--- src/rtl/mux8_rr_arbiter.sv ---
// Round-robin arbiter for eight valid/ready requesters sharing one 8:1 data mux.
// The winning word is captured into a single output register with its own handshake.
module mux8_rr_arbiter #(
  parameter int unsigned DATA_W = 32,
  parameter int unsigned N_REQ  = 8
) (
  input  logic                    i_clk,
  input  logic                    i_rst_n,
  input  logic [N_REQ-1:0]        i_req_valid,
  input  logic [N_REQ*DATA_W-1:0] i_req_data,
  output logic [N_REQ-1:0]        o_req_ready,
  output logic                    o_valid,
  output logic [DATA_W-1:0]       o_data,
  output logic [2:0]              o_grant_id,
  input  logic                    i_ready,
  output logic                    o_busy
);

  localparam int unsigned SEL_W = 3;

  typedef enum logic {
    IDLE = 1'b0,
    FULL = 1'b1
  } state_e;

  state_e             state_q, state_d;
  logic [SEL_W-1:0]   ptr_q, ptr_d;
  logic [SEL_W-1:0]   gid_q, gid_d;
  logic [DATA_W-1:0]  data_q, data_d;

  logic               load;
  logic               any_valid;
  logic               found;
  logic [SEL_W-1:0]   idx;
  logic [SEL_W-1:0]   win;
  logic [N_REQ-1:0]   win_oh;

  // Priority scan starting at ptr; the 3-bit add wraps 7 -> 0 naturally.
  always_comb begin
    any_valid = |i_req_valid;
    found     = 1'b0;
    idx       = '0;
    win       = '0;
    for (int unsigned i = 0; i < N_REQ; i++) begin
      idx = ptr_q + SEL_W'(i);
      if (!found && i_req_valid[idx]) begin
        win   = idx;
        found = 1'b1;
      end
    end
    win_oh = N_REQ'(1) << win;
  end

  assign load = (state_q == IDLE) || (i_ready && (state_q == FULL));

  // Gated by reset so no ready pulse can escape while reset is asserted.
  assign o_req_ready = (load && any_valid && i_rst_n) ? win_oh : '0;

  always_comb begin
    state_d = state_q;
    ptr_d   = ptr_q;
    gid_d   = gid_q;
    data_d  = data_q;
    if (load && any_valid) begin
      for (int unsigned k = 0; k < N_REQ; k++) begin
        if (win == SEL_W'(k)) begin
          data_d = i_req_data[k*DATA_W +: DATA_W];
        end
      end
      gid_d   = win;
      ptr_d   = win + SEL_W'(1);
      state_d = FULL;
    end else if ((state_q == FULL) && i_ready) begin
      state_d = IDLE;
    end
  end

  always_ff @(posedge i_clk or negedge i_rst_n) begin
    if (!i_rst_n) begin
      state_q <= IDLE;
      ptr_q   <= '0;
      gid_q   <= '0;
      data_q  <= '0;
    end else begin
      state_q <= state_d;
      ptr_q   <= ptr_d;
      gid_q   <= gid_d;
      data_q  <= data_d;
    end
  end

  assign o_valid    = (state_q == FULL);
  assign o_busy     = (state_q == FULL);
  assign o_data     = data_q;
  assign o_grant_id = gid_q;

endmodule

--- config.mk ---
export PLATFORM = sky130hd
export DESIGN_NAME = mux8_rr_arbiter
export DESIGN_NICKNAME = d
export VERILOG_FILES = /design/src/rtl/mux8_rr_arbiter.sv
export SDC_FILE = /design/constraint.sdc
export NUM_CORES = 1
export LEC_CHECK = 0
export BUFFER_PORTS_ARGS = -buffer_cell sky130_fd_sc_hd__clkbuf_2
export CAP_MARGIN = 40
export CELL_PAD_IN_SITES_DETAIL_PLACEMENT = 0
export CELL_PAD_IN_SITES_GLOBAL_PLACEMENT = 1
export CORE_MARGIN = 3
export CORE_UTILIZATION = 35
export CTS_CLUSTER_SIZE = 24
export DETAILED_ROUTE_END_ITERATION = 8
export GPL_ROUTABILITY_DRIVEN = 1
export PLACE_DENSITY = 0.85
export SLEW_MARGIN = 30
export SYNTH_ARGS = -nofsm -noshare
export SYNTH_HDL_FRONTEND = slang
export SYNTH_SLANG_ARGS = --single-unit
--- constraint.sdc ---
create_clock -name i_clk -period 9.65 [get_ports i_clk]
set_clock_uncertainty 0.2 [all_clocks]
set_input_delay 1.93 -clock i_clk [delete_from_list [all_inputs] [get_ports i_clk]]
set_output_delay 1.93 -clock i_clk [all_outputs]
set_load 0.1 [all_outputs]
Yosys cells after proc, flatten, opt, wreduce, memory -nomap -nowiden. Index checks and enable logic that the tools add are counted.

Flip-flop bits (word level): 39. Output and inout bits: 45. Logic and storage cells: 94.

Add/subtract/negate cells: 8. $lt $le $gt $ge: 8. Eq/ne operators: 7. Shift-type cells: 1. Mux-type cells: 42. Bitwise gates (word level): 1. Reduce and logical (&&, ||, !) cells: 23.

Operators with widths (count): $mux W32 (8); $lt A3 B4 Y1 const B (8); $bmux W1 S3 (8); $mux W3 (8); $mux W1 (17); $add A3 B3 Y3 const B (4); $eq A3 B3 Y1 const B (4); $logic_and A1 B1 Y1 (10); $mux W8 (1); $reduce_bool A8 Y1 (1); $reduce_or A8 Y1 (1); $shl A1 B3 Y8 const A (1); $logic_not A1 Y1 (7); $add A3 B1 Y3 const B (2); $add A3 B2 Y3 const B (2); $eq A3 B2 Y1 const B (2); $eq A3 B1 Y1 const B (1); $logic_not A3 Y1 (1); $reduce_and A2 Y1 (1); $reduce_bool A2 Y1 (1); $logic_or A1 B1 Y1 (1); $not A1 Y1 (1).

Longest topological paths before layout.
Depth in word-level cells: 33. Mapped depth: 23. Depth with buffers taken out: 19.

Least setup slack after synthesis. No wires, ideal clock.

Path kind: in2out. From: input i_req_valid[1]. To: output o_req_ready[1]. Arrival: 5914 ps. Path slack: 1606 ps. Stages: 13. Buffers on the path: 3. Path through: mux2_4 > mux4_2 > o22ai_2 > a41oi_1 > o211ai_1 > o21ai_0 > nand2_1 > ha_1 > clkbuf_1 > clkbuf_1 > clkbuf_1 > nand3_1 > nor2_1.

Cells in the longest elaborated chain, start to end: 26.

RTL lines: start, declared (RTL line 9) `input logic [N_REQ-1:0] i_req_valid,`; $bmux W1 S3 (RTL line 46) `if (!found && i_req_valid[idx]) begin`; $mux W1 (implied by the code) (RTL line 46); $mux W1 (RTL line 46); $logic_not A1 Y1 (RTL line 46); $logic_and A1 B1 Y1 (RTL line 46); $mux W1 (RTL line 46); $logic_not A1 Y1 (RTL line 46); $logic_and A1 B1 Y1 (RTL line 46); (+11 left out); $logic_and A1 B1 Y1 (RTL line 46); $mux W1 (RTL line 46); $logic_not A1 Y1 (RTL line 46); $logic_and A1 B1 Y1 (RTL line 46); $mux W3 * (RTL line 46); named net win[0] (RTL line 35) `logic [SEL_W-1:0] win;`; $shl A1 B3 Y8 * (RTL line 51) `win_oh = N_REQ'(1) << win;`; $mux W8 * (RTL line 57) `assign o_req_ready = (load && any_valid && i_rst_n) ? win_oh : '0;`; end, declared (RTL line 11) `output logic [N_REQ-1:0] o_req_ready,`.

Mark *: on every way through the listed nets, which the timed path passes. The rest lies on a longest branch. The select of a mux whose other input is x is not followed.

Worst setup path after layout.
From: input i_req_valid[1]. To: output o_req_ready[7].

Same word-level chain as after synthesis.

==> metrics.md <==
| Metric | Value |
|---|---|
| Outcome | finished, final reports clean |
| Slowest CP cell | o32a_4 |
| Via count | 7723 |
| First-pass GRT wire length | 40.6 mm |
| Initial antenna violation count | 3 |
| PortBufs | 311 |
| DR WL/cell | 18.6 µm |
| Top post-synthesis cells by area | dfrtp_1, nand2_1, o22ai_1, o21ai_0, a22o_1 |
| Most used cell, CP | clkbuf_2 |
| Fraction of registers with async set/reset | 100% |
| Placed Area | 7900 µm² |
| Fin crit share | 81.7% |
| Post-synthesis average cell area | 6.89 µm² |
| Initial core utilization | 36.1% |
| Post-synth EDFFs | 0 |
| Worst-Skew Late Latency | 0.29 ns |
| #FFs+latches synth | 39 |
| Met1 Use GR | 32.1% |
| Met2 GRT Util | 43.7% |
| Min-delay src | o_grant_id[2] |
| Post-synth top area share | 15.5% |
| Vias in the first global route | 7472 |
| Crit path launch | i_req_valid[1] |
| Pin count of the biggest net entering global routing | 70 |
| Post-CTS Hold Buffers | 0 |
| Top_reg_cell synth | dfrtp_1 |
| RR Startpoint | ptr_q[1] |
| GRT Max-Usage Layer | met2 |
| Worst min-delay path class | reg -> reg |
| Grt total ovfl | 0 |
| Crit start category | primary input |
| DR iter-0 viols | 432 |
| Vias per cell | 5.60 |
| CTS tree | built |
| DP Wirelength | 18.6 mm |
| Antenna-violating nets left | 0 |
| Post-Syn Nets | 1186 |
| Post-CTS setup buffer count | 0 |
| Relative slew slack | 46.8% |
| Residual DRC count | 0 |
| Count leader, synth | nand2_1 |
| Crit Path Class | in -> out |
| TritonRoute pass-1 iters | 5 |
| Setup TNS | 0 ns |
| Critical path buffers and inverters | 3 |
| Core area | 17400 µm² |
| Commonest cells post-synth | nand2_1, o21ai_0, clkbuf_1 |
| Fin crit period | 7.88 ns |
| Library cells used by synthesis | 60 |
| Max Freq | 127 MHz |
| Seq/Total Area, Yosys | 15.5% |
| Final Hold Fails | 0 |
| WP data required | 7.52 ns |
| CTS H-tree lvls | 2 |
| Site Rows | 48 |
| Final net count | 1426 |
| Met3 Usage GRT | 5.43% |
| Gr usage total | 25.5% |
| Die area | 19600 µm² |
| Unrepaired setup endpoints after global routing | no |
| CTS resizes | 0 |
| Layout cells sized above 1 | 33.9% |
| Final number of max-transition violations | 0 |
| Chip height | 140 µm |
| Max cap viols | 0 |
| Register Area | 976 µm² |
| Synth Instances | 911 |
| Area Growth Syn to Fin | 28.6% |
| Yosys warnings | 0 |
| Top delay family on crit path | simple AND/OR/NAND/NOR gates |
| Die width | 140 µm |
| Largest area contributor in the netlist | dfrtp_1 |
| I/O Pins | 312 |
| Number of setup violations in the final report | 0 |
| Crit-path max cell delay | 0.70 ns |
| Critical-path cell list | clkbuf_2 -> mux2_4 -> mux4_2 -> or3_1 -> o32ai_2 -> o32a_4 -> nand2b_4 -> inv_1 -> ha_2 -> and3_1 -> clkbuf_2 |
| TritonCTS Buffers | 5 |
| Clk buf depth | 2 |
| Final wirelength | 25.6 mm |
| Multi-input gate area | 4900 µm² |
| Reg clk slew, reported paths | 0.06 ns |
| CP Capture Type | primary output |
| Fin area | 8080 µm² |
| Mapped cell area | 6280 µm² |
| Pin slew with the least headroom to its limit | 0.798 ns |
| Fill count | 1873 |
| Worst-path maximum fanout | 69 |
| Clock Sinks | 39 |
| WP data arrival | 5.75 ns |
| Buffer type at the clock tree root | clkbuf_16 |
| Placer Congestion | 0.870 |
worst register-to-register path, delay by kind of cell (launching register included):
| family | cells | cell delay [ns] |
|---|---|---|
| compound gates | 4 | 1.24 |
| fa+ha+maj | 2 | 1.01 |
| buf+inv | 5 | 1.75 |
| flops | 1 | 0.61 |
| mux | 3 | 1.14 |
| simple gates | 3 | 0.87 |
layout make-up:
class | count | share of cell area [%]
multi-input combinational | 768 | 60.7
inverter | 10 | 0.465
clock buffer | 8 | 1.94
antenna | 3 | 0.0930
tap | 225 | 3.49
timing repair buffer | 327 | 21.3
sequential | 39 | 12.1
placed cells by master (no fill, tap or decap), types with 3 or more instances in the layout:
cell / Yosys / layout
a21oi_1: 10 / 10
a22o_1: 30 / 30
a31oi_1: 32 / 32
and2_1: 30 / 30
buf_4: 2 / 13
clkbuf_16: 0 / 5
clkbuf_2: 0 / 311
dfrtp_1: 39 / 39
diode_2: 0 / 3
ha_1: 8 / 5
inv_1: 10 / 8
mux2_2: 6 / 6
mux2_4: 4 / 4
mux2i_1: 8 / 8
mux4_2: 11 / 11
nand2_1: 169 / 169
nand2b_1: 33 / 33
nand3_1: 37 / 37
nand3b_1: 35 / 35
nand4_1: 33 / 33
nor2_1: 46 / 45
nor2b_1: 35 / 34
o211ai_1: 13 / 13
o211ai_2: 20 / 20
o21a_1: 3 / 3
o21ai_0: 72 / 72
o21ai_1: 5 / 3
o21bai_1: 30 / 30
o22ai_1: 61 / 61
or4_1: 3 / 3
flip-flops by register name, indices dropped and copies added, names as in the netlist:
name	flops
o_busy	1
o_grant_id	3
ptr_q	3
o_data	32
logic make-up after synthesis:
group	after synthesis	share of synthesized area, %
flip-flops	39	15.5
XOR/XNOR	3	0.538
multiplexers	29	7.25
AO/OA/AOI/OAI	298	33.3
AND/OR/NAND/NOR	430	34.6
adder cells (fa/ha/maj)	8	1.59
buffers and inverters	104	7.19
through the flow:
step                      utilization [%]  setup slack (ns)  hold WS (ns)  cells
after floorplan                         -              1.61         0.547    911
after global placement               45.1              1.82         0.270   1366
after detailed placement             45.3              1.76         0.278   1368
after CTS                            46.2              1.41         0.292   1376
after global routing                 46.4              1.62         0.325   1380
final                                46.4              1.77         0.290   1380
per-layer routing:
metal / up-vias / part of all wire (%)
met3: 36 / 6.7
met1: 3587 / 41
met5: - / 0
met2: 271 / 49
met4: 0 / 2.7
li1: 3829 / -
worst paths after layout:
path / to / slack, ns / cells after the start
worst max-delay path: o_req_ready[7] / 1.77 / 11
worst min-delay path: o_grant_id[2] / 0.29 / 2
worst max register to register: o_data[16] / 2.72 / 17
worst min register to register: o_grant_id[2] / 0.29 / 2
max in group asynchronous: o_data[15] / 7.25 / 2
min in group asynchronous: o_busy / 1.56 / 2
Power is left out: the tool's default activity adds up to more than one toggle a clock period on the data nets, which glitch-free logic cannot reach.
